===== src/rtl/spi_pkg.sv =====
// Shared definitions for the SPI slave.
//   DATA_W      : frame width in bits (MSB first)
//   SYNC_STAGES : flops in each input synchronizer chain
//   state_t     : FSM encoding; IDLE while synchronized ss is high, ACTIVE while it is low
package spi_pkg;

   localparam int DATA_W      = 8;
   localparam int SYNC_STAGES = 2;

   typedef enum logic {
      IDLE   = 1'b0,
      ACTIVE = 1'b1
   } state_t;

endpackage


===== src/rtl/spi_sync.sv =====
// One asynchronous input brought into the clk domain plus edge detection.
//   clk, rst  : system clock, synchronous active-high reset
//   async_in  : pin from the SPI bus (asynchronous to clk)
//   sync_out  : level after SYNC_STAGES flops
//   rise/fall : single-cycle pulses, registered one cycle after the edge
//               becomes visible on sync_out
// RST_VAL is the idle-bus level, so reset never manufactures a fake edge.
module spi_sync
   import spi_pkg::*;
#(
   parameter logic RST_VAL = 1'b0
) (
   input  logic clk,
   input  logic rst,
   input  logic async_in,
   output logic sync_out,
   output logic rise,
   output logic fall
);

   logic [SYNC_STAGES-1:0] sync_q;
   logic                   prev_q;

   always_ff @(posedge clk) begin
      if (rst) begin
         sync_q <= {SYNC_STAGES{RST_VAL}};
         prev_q <= RST_VAL;
         rise   <= 1'b0;
         fall   <= 1'b0;
      end else begin
         sync_q <= {sync_q[SYNC_STAGES-2:0], async_in};
         prev_q <= sync_q[SYNC_STAGES-1];
         rise   <= sync_q[SYNC_STAGES-1] & ~prev_q;
         fall   <= ~sync_q[SYNC_STAGES-1] & prev_q;
      end
   end

   assign sync_out = sync_q[SYNC_STAGES-1];

endmodule


===== src/rtl/spi_slave.sv =====
// SPI mode-0 slave, MSB first, 8-bit frames, oversampled by clk.
//   ss, sck, mosi : SPI bus pins (asynchronous, synchronized internally)
//   miso          : registered serial output, 0 while idle
//   tx_data/load  : write a byte into the transmit holding register
//   tx_full       : holding register has a byte not yet sent
//   data_out      : last complete received byte, held until the next one
//   new_data      : one-cycle pulse when data_out updates
//   busy          : synchronized ss is low
// Handshake: tx_load is a fire-and-forget strobe; it is always accepted and
// overwrites any byte still held. The held byte moves into the shifter at
// ss assertion and at every byte boundary (sck fall with bit_ctr==0).
module spi_slave
   import spi_pkg::*;
(
   input  logic              clk,
   input  logic              rst,
   input  logic              ss,
   input  logic              sck,
   input  logic              mosi,
   output logic              miso,
   input  logic [DATA_W-1:0] tx_data,
   input  logic              tx_load,
   output logic              tx_full,
   output logic [DATA_W-1:0] data_out,
   output logic              new_data,
   output logic              busy
);

   logic sync_ss, sync_sck, sync_mosi;
   logic sck_rise, sck_fall;
   logic ss_rise, ss_fall, mosi_rise, mosi_fall;

   spi_sync #(.RST_VAL(1'b1)) u_sync_ss (
      .clk(clk), .rst(rst), .async_in(ss),
      .sync_out(sync_ss), .rise(ss_rise), .fall(ss_fall)
   );

   spi_sync #(.RST_VAL(1'b0)) u_sync_sck (
      .clk(clk), .rst(rst), .async_in(sck),
      .sync_out(sync_sck), .rise(sck_rise), .fall(sck_fall)
   );

   spi_sync #(.RST_VAL(1'b0)) u_sync_mosi (
      .clk(clk), .rst(rst), .async_in(mosi),
      .sync_out(sync_mosi), .rise(mosi_rise), .fall(mosi_fall)
   );

   // Only the sck edges drive the FSM; ss is used as a level.
   logic unused_edges;
   assign unused_edges = &{1'b0, ss_rise, ss_fall, mosi_rise, mosi_fall, sync_sck};

   state_t            state, state_d;
   logic [DATA_W-1:0] tx_hold, tx_hold_d;
   logic              tx_full_d;
   logic [DATA_W-1:0] tx_shift, tx_shift_d;
   logic [DATA_W-1:0] rx_shift, rx_shift_d;
   logic [2:0]        bit_ctr, bit_ctr_d;
   logic              miso_d;
   logic [DATA_W-1:0] data_out_d;
   logic              new_data_d;
   logic [DATA_W-1:0] reload_val;

   always_ff @(posedge clk) begin
      if (rst) begin
         state    <= IDLE;
         tx_hold  <= '0;
         tx_full  <= 1'b0;
         tx_shift <= '0;
         rx_shift <= '0;
         bit_ctr  <= 3'd0;
         miso     <= 1'b0;
         data_out <= '0;
         new_data <= 1'b0;
      end else begin
         state    <= state_d;
         tx_hold  <= tx_hold_d;
         tx_full  <= tx_full_d;
         tx_shift <= tx_shift_d;
         rx_shift <= rx_shift_d;
         bit_ctr  <= bit_ctr_d;
         miso     <= miso_d;
         data_out <= data_out_d;
         new_data <= new_data_d;
      end
   end

   always_comb begin
      state_d    = state;
      tx_hold_d  = tx_hold;
      tx_full_d  = tx_full;
      tx_shift_d = tx_shift;
      rx_shift_d = rx_shift;
      bit_ctr_d  = bit_ctr;
      miso_d     = miso;
      data_out_d = data_out;
      new_data_d = 1'b0;
      reload_val = tx_full ? tx_hold : '0;

      if (tx_load) begin
         tx_hold_d = tx_data;
         tx_full_d = 1'b1;
      end

      case (state)
         IDLE: begin
            miso_d = 1'b0;
            if (!sync_ss) begin
               state_d    = ACTIVE;
               tx_shift_d = reload_val;
               miso_d     = reload_val[DATA_W-1];
               bit_ctr_d  = 3'd0;
               // A load in the reload cycle stays held for the next byte.
               if (!tx_load) tx_full_d = 1'b0;
            end
         end
         ACTIVE: begin
            if (sync_ss) begin
               // Abort: partial byte is dropped, data_out untouched.
               state_d   = IDLE;
               bit_ctr_d = 3'd0;
               miso_d    = 1'b0;
            end else if (sck_rise) begin
               rx_shift_d = {rx_shift[DATA_W-2:0], sync_mosi};
               bit_ctr_d  = bit_ctr + 3'd1;
               if (bit_ctr == 3'd7) begin
                  data_out_d = {rx_shift[DATA_W-2:0], sync_mosi};
                  new_data_d = 1'b1;
               end
            end else if (sck_fall) begin
               if (bit_ctr == 3'd0) begin
                  tx_shift_d = reload_val;
                  miso_d     = reload_val[DATA_W-1];
                  if (!tx_load) tx_full_d = 1'b0;
               end else begin
                  tx_shift_d = {tx_shift[DATA_W-2:0], 1'b0};
                  miso_d     = tx_shift[DATA_W-2];
               end
            end
         end
         default: state_d = IDLE;
      endcase
   end

   assign busy = ~sync_ss;

endmodule


===== config.mk =====
export PLATFORM = sky130hd
export DESIGN_NAME = spi_slave
export DESIGN_NICKNAME = d
export VERILOG_FILES = /design/src/rtl/spi_pkg.sv /design/src/rtl/spi_sync.sv /design/src/rtl/spi_slave.sv
export SDC_FILE = /design/constraint.sdc
export NUM_CORES = 1
export LEC_CHECK = 0
export ABC_AREA = 1
export BUFFER_PORTS_ARGS = -buffer_cell sky130_fd_sc_hd__buf_2
export CORE_MARGIN = 10
export CORE_UTILIZATION = 30
export DETAILED_ROUTE_END_ITERATION = 7
export GPL_TIMING_DRIVEN = 1
export SLEW_MARGIN = 10
export SYNTH_ARGS = -nofsm -noshare
export SYNTH_HDL_FRONTEND = slang
export SYNTH_SLANG_ARGS = --single-unit

===== constraint.sdc =====
create_clock -name clk -period 2.4 [get_ports clk]
set_input_delay 0.24 -clock clk [delete_from_list [all_inputs] [get_ports clk]]
set_output_delay 0.24 -clock clk [all_outputs]
set_load 0.05 [all_outputs]

After elaboration in Yosys (flattened, before gate mapping)
Index checks and enable logic that the tools add are counted.
Widths: inputs -> output; s select.
- output and inout port bits: 12
- logic and storage cells: 65
- register bits: 46
- reduce and logical (&&, ||, !) cells: 7
- multiplexer cells: 27
- add/sub/neg operators: 1
- bitwise gates (word level): 7
- equal/unequal tests: 8
- operator list (kind ; count):
    $mux 7 ; 5
    $mux 1 ; 14
    $pmux 7 s2 ; 1
    $mux 3 ; 3
    $mux 8 ; 1
    $reduce_and 4->1 ; 2
    $ne 2x2->1 const B ; 3
    $ne 3x1->1 const B ; 2
    $pmux 3 s2 ; 1
    $not 1->1 ; 5
    $pmux 1 s2 ; 2
    $reduce_and 2->1 ; 2
    $reduce_or 4->1 ; 1
    $add 3x1->3 const B ; 1
    $eq 3x3->1 const B ; 1
    $logic_not 3->1 ; 1
    $ne 3x3->1 const B ; 1
    $reduce_and 3->1 ; 1
    $and 1x1->1 ; 2
    $ne 2x1->1 const B ; 1

Longest topological paths before layout
- depth in word-level cells: 7
- depth in mapped cells: 8

Modules after synthesis
From an unflattened synthesis, not the netlist that was laid out.
- cells, all modules: 243
- area, all modules: 1944.4 sq um
- by module, submodules not included (module ; cells an instance ; instances ; area each (sq um) ; sequential area each (sq um)):
    spi_slave ; 199 ; 1 ; 1525.2 ; 740.7
    spi_sync at u_sync_mosi ... ; 15 ; 2 ; 140.1 ; 100.1
    spi_sync at u_sync_ss ; 14 ; 1 ; 138.9 ; 100.1

Worst setup path before layout
No wires, ideal clock.
- path kind: flip-flop to flip-flop
- from: register tx_full
- to: register miso
- path buffers: 1
- required time: 2.330 ns
- setup time: 0.070 ns
- cell stages (with the launch flop): 5
- arrival: 1.187 ns
- setup slack: 1.143 ns
- cells stage by stage: dfxtp_1 -> clkbuf_8 -> nand2_1 -> o21a_1 -> a21oi_1
- longest elaborated chain between the ends: 6
- ends and longest elaborated chain (what ; RTL line ; text):
    from (decl) ; spi_slave.sv:23 ; output logic tx_full,
    from (signal assigned) ; spi_slave.sv:77 ; tx_full <= tx_full_d;
    $mux 8 * ; spi_slave.sv:97 ; reload_val = tx_full ? tx_hold : '0;
    $mux 1 ; spi_slave.sv:130 ; if (bit_ctr == 3'd0) begin
    $mux 1 ; spi_slave.sv:129 ; end else if (sck_fall) begin
    $mux 1 ; spi_slave.sv:122 ; end else if (sck_rise) begin
    $mux 1 ; spi_slave.sv:117 ; if (sync_ss) begin
    $pmux 1 s2 * ; spi_slave.sv:104 ; case (state)
    to (signal assigned) ; spi_slave.sv:81 ; miso <= miso_d;
    to (decl) ; spi_slave.sv:20 ; output logic miso,
Every way passes the cells marked *; elsewhere a longest branch is shown, timed or not. The select of a mux whose other input is x is not followed.
A chain may end at the register's enable or synchronous reset.

Worst setup path after layout
- from: register bit_ctr[0]
- to: register tx_shift[3]
- longest elaborated chain between the ends: 6
- ends and longest elaborated chain (what ; RTL line ; text):
    from (decl) ; spi_slave.sv:57 ; logic [2:0] bit_ctr, bit_ctr_d;
    from (signal assigned) ; spi_slave.sv:80 ; bit_ctr <= bit_ctr_d;
    $logic_not 3->1 ; spi_slave.sv:130 ;
    $mux 7 ; spi_slave.sv:130 ;
    $mux 7 ; spi_slave.sv:129 ;
    $mux 7 ; spi_slave.sv:122 ;
    $mux 7 ; spi_slave.sv:117 ;
    $pmux 7 s2 ; spi_slave.sv:104 ;
    to (signal assigned) ; spi_slave.sv:78 ; tx_shift <= tx_shift_d;
    to (decl) ; spi_slave.sv:55 ; logic [DATA_W-1:0] tx_shift, tx_shift_d;
Every way passes these cells. The select of a mux whose other input is x is not followed.

==> flow_summary.yaml <==
clocking:
  clk_pin_slew_ns: 0.08
  cts_hold_buf: 0
  cts_root_buffer: "clkbuf_8"
  ctsResizeCount: 0
  cts_sinks: 46
  postCtsSetupBuffers: 0
  clk_path_buf_depth: 2
  clock_latency_ns: 0.30
  cts_made_buffers: 5
  cts_tree: "built"
  htreeDepth: 2
logic_synthesis:
  synth-compound-area-share_pct: 13.7
  synth.area.top_cells: "dfxtp_1 (52%), nand2_1 (8.7%), o21ai_0 (7.3%), nor2_1 (6.3%), a21oi_1 (4.8%)"
  synth_top_area_share_pct: 51.9
  synth_top_family_by_area: "simple AND/OR/NAND/NOR gates"
  synthAdderAreaFrac_pct: 2.11
  syn_inst: 223
  synthMuxAreaShare_pct: 0
  syn_area_um2: 1780
  synth-xor-area-share_pct: 0
  yosys.cell_count.top_type: "dfxtp_1"
  synth_ff_type: "dfxtp_1"
  ys_top_cells_by_count: "dfxtp_1 (46), nand2_1 (41), nor2_1 (30)"
  yosys.cell_types.count: 25
  ys_ff_latch: 46
  syn_avg_cell_area_um2: 7.96
  ys_async_sr_fraction_pct: 0
  yosys_warnings: 0
  synth_edf_count: 0
  synth_top_cell_by_area: "dfxtp_1"
  ys_seq_area_share_pct: 51.9
  syn_nets: 240
  yosys.area_share.simple_pct: 24.6
die:
  num_rows: 27
  dieArea_um2: 9400
  core_region_area_um2: 5610
  fp.dieW_um: 96.9
  start_util_pct: 31.7
  fp.dieH_um: 96.9
  io_pins: 26
run:
  max_cap_violations: 0
timing:
  min_period_ns: 1.44
  hold_slack_ns: 0.121
  slew_headroom_pct: 67.1
  clock_skew_ns: 0.00548
  finalCritPeriodShare_pct: 59.8
  setup-tns-final_ns: 0
  final-hold-violation-count: 0
  rsz0062_at_grt: "false"
  fmax_mhz: 697
  slew_viol_final: 0
  setup_viol: 0
  tightest_slew_ns: 0.493
worst_setup_path:
  crit_arrival_ns: 1.62
  critPathKind: "reg -> reg"
  cp_slowest_cell: "dfxtp_1"
  r2r_cells: 6
  slowest_delay_ns: 0.36
  r2r_start: "bit_ctr[0]$_SDFFE_PP0P_"
  rrSetupSlack_ns: 0.96
  path_cells: "inv_1 -> ha_1 -> nand2_1 -> nand2_1 -> o21ai_0 -> a21oi_1"
  end_kind: "register"
  required_ns: 2.59
  rr_endpoint: "tx_shift[3]$_SDFFE_PP0P_"
  start_kind: "register"
  cp_common_cell: "nand2_1"
  worstPathMaxFanout: 14
worst_hold_path:
  min-delay-start: "ss"
  hold_end: "u_sync_ss.sync_q[0]$_SDFF_PP1_"
  hp-class: "in -> reg"
  min_path_cells: 2
power:
  p_per_area_nw_per_um2: 668
  vdd_drop_max_mv: 0.222
  p_leak_uw: 0.000919
drt:
  routed_wl_mm: 3.66
  drtIter0Drc: 76
  drcViolationCount: 0
  vias: 1427
  viasPerCell: 4.43
  avgRoutedWirePerCell_um: 11.4
  ant_nets: 0
  first_pass_iters: 4
cells_and_area:
  antennaDiodeCount: 0
  nets: 266
  area_growth_pct: 14.8
  final_util_pct: 36.3
  drive_gt1_share_pct: 18.4
outcome:
  outcome: "finished clean"
global_routing:
  grt_pass1_wl_mm: 6.01
  grt_pass1_vias: 1266
  grt_max_degree: 18
  antenna_found_initial: 0
  grt-ovfl-total: 0
  grt_util_all_layers_pct: 7.53
placement:
  dp_hpwl_mm: 2.62
  gp_congestion: 0.756
  port_buffers: 25
-- metal layers --
metal / vias to the layer above / track usage (%) / wire (um)
li1: 762 / - / -
met1: 634 / 9.74 / 1880
met2: 27 / 10.9 / 1640
met3: 4 / 2.34 / 106
met4: 0 / 3.72 / 43
met5: - / 0 / 0
-- layout by cell type, fill, tap and decap left out --
cell type and n:
dfxtp_1 46, nand2_1 41, nor2_1 30, o21ai_0 26, buf_2 25, inv_1 18
a21oi_1 17, nand3_1 10, clkbuf_8 6, nand3b_1 5, inv_2 4, o21ai_1 4
nand2_2 3, ha_1 3, or2_2 2, nor2_4 1, clkinv_1 1, nor2_2 1
nand3_4 1, nand2_4 1, o21a_1 1, nor3_1 1, clkinv_2 1, clkbuf_1 1
buf_4 1
-- power breakdown --
part	internal [uW]	leakage, uW	switching [uW]	total, uW
combinational	31.1	0.000496	52.2	83.3
clock	232	0.0000482	246	479
sequential	786	0.000375	13.7	799
-- how the worst max path moves through the flow --
stage	startpoint	end	slack (ns)
CTS	bit_ctr[0]$_SDFFE_PP0P_	tx_shift[4]$_SDFFE_PP0P_	0.99
global route	bit_ctr[0]$_SDFFE_PP0P_	tx_shift[2]$_SDFFE_PP0P_	0.81
finish	bit_ctr[0]$_SDFFE_PP0P_	tx_shift[3]$_SDFFE_PP0P_	0.96
global placement	rst	tx_hold[0]$_SDFFE_PP0P_	1.00
detailed placement	rst	tx_hold[6]$_SDFFE_PP0P_	0.97
floorplan	tx_full$_SDFF_PP0_	miso$_SDFFE_PP0P_	1.14
-- layout make-up --
class | instances | area [um2]
fill | 615 | 3570
sequential | 46 | 921
multi-input combinational | 147 | 717
timing repair buffer | 26 | 133
tap | 72 | 90.1
clock buffer | 7 | 86.3
inverter | 23 | 86.3
clock inverter | 1 | 5.00
-- registers in the layout (all words and copies together), names as in the netlist --
register and cells:
u_sync_mosi.sync_q 2, tx_shift 7, tx_full 1, tx_hold 8
bit_ctr 3, data_out 8, u_sync_sck.fall 1, u_sync_sck.sync_q 2
u_sync_sck.rise 1, miso 1, state 1, rx_shift 7
u_sync_ss.sync_q 2, u_sync_sck.prev_q 1, new_data 1
-- worst max-delay path: cells and delay by family, from the launching register on --
family          cells  cell delay (ns)
flops               1             0.36
compound gates      2             0.35
simple gates        2             0.34
fa+ha+maj           1             0.21
buf+inv             1             0.07
-- kinds of logic after synthesis --
group,after synthesis
compound gates,48
simple gates,96
fa+ha+maj,3
buf+inv,30
flops,46
-- metrics by stage --
step	setup WS (ns)	total power (uW)	instance area (um2)	cells
floorplan	1.14	875	1780	223
global placement	1.00	899	1950	314
detailed placement	0.975	901	1950	314
CTS	0.988	1380	2040	322
global route	0.811	1420	2040	322
finish	0.965	1360	2040	322
Power figures use the tool's default switching activity.
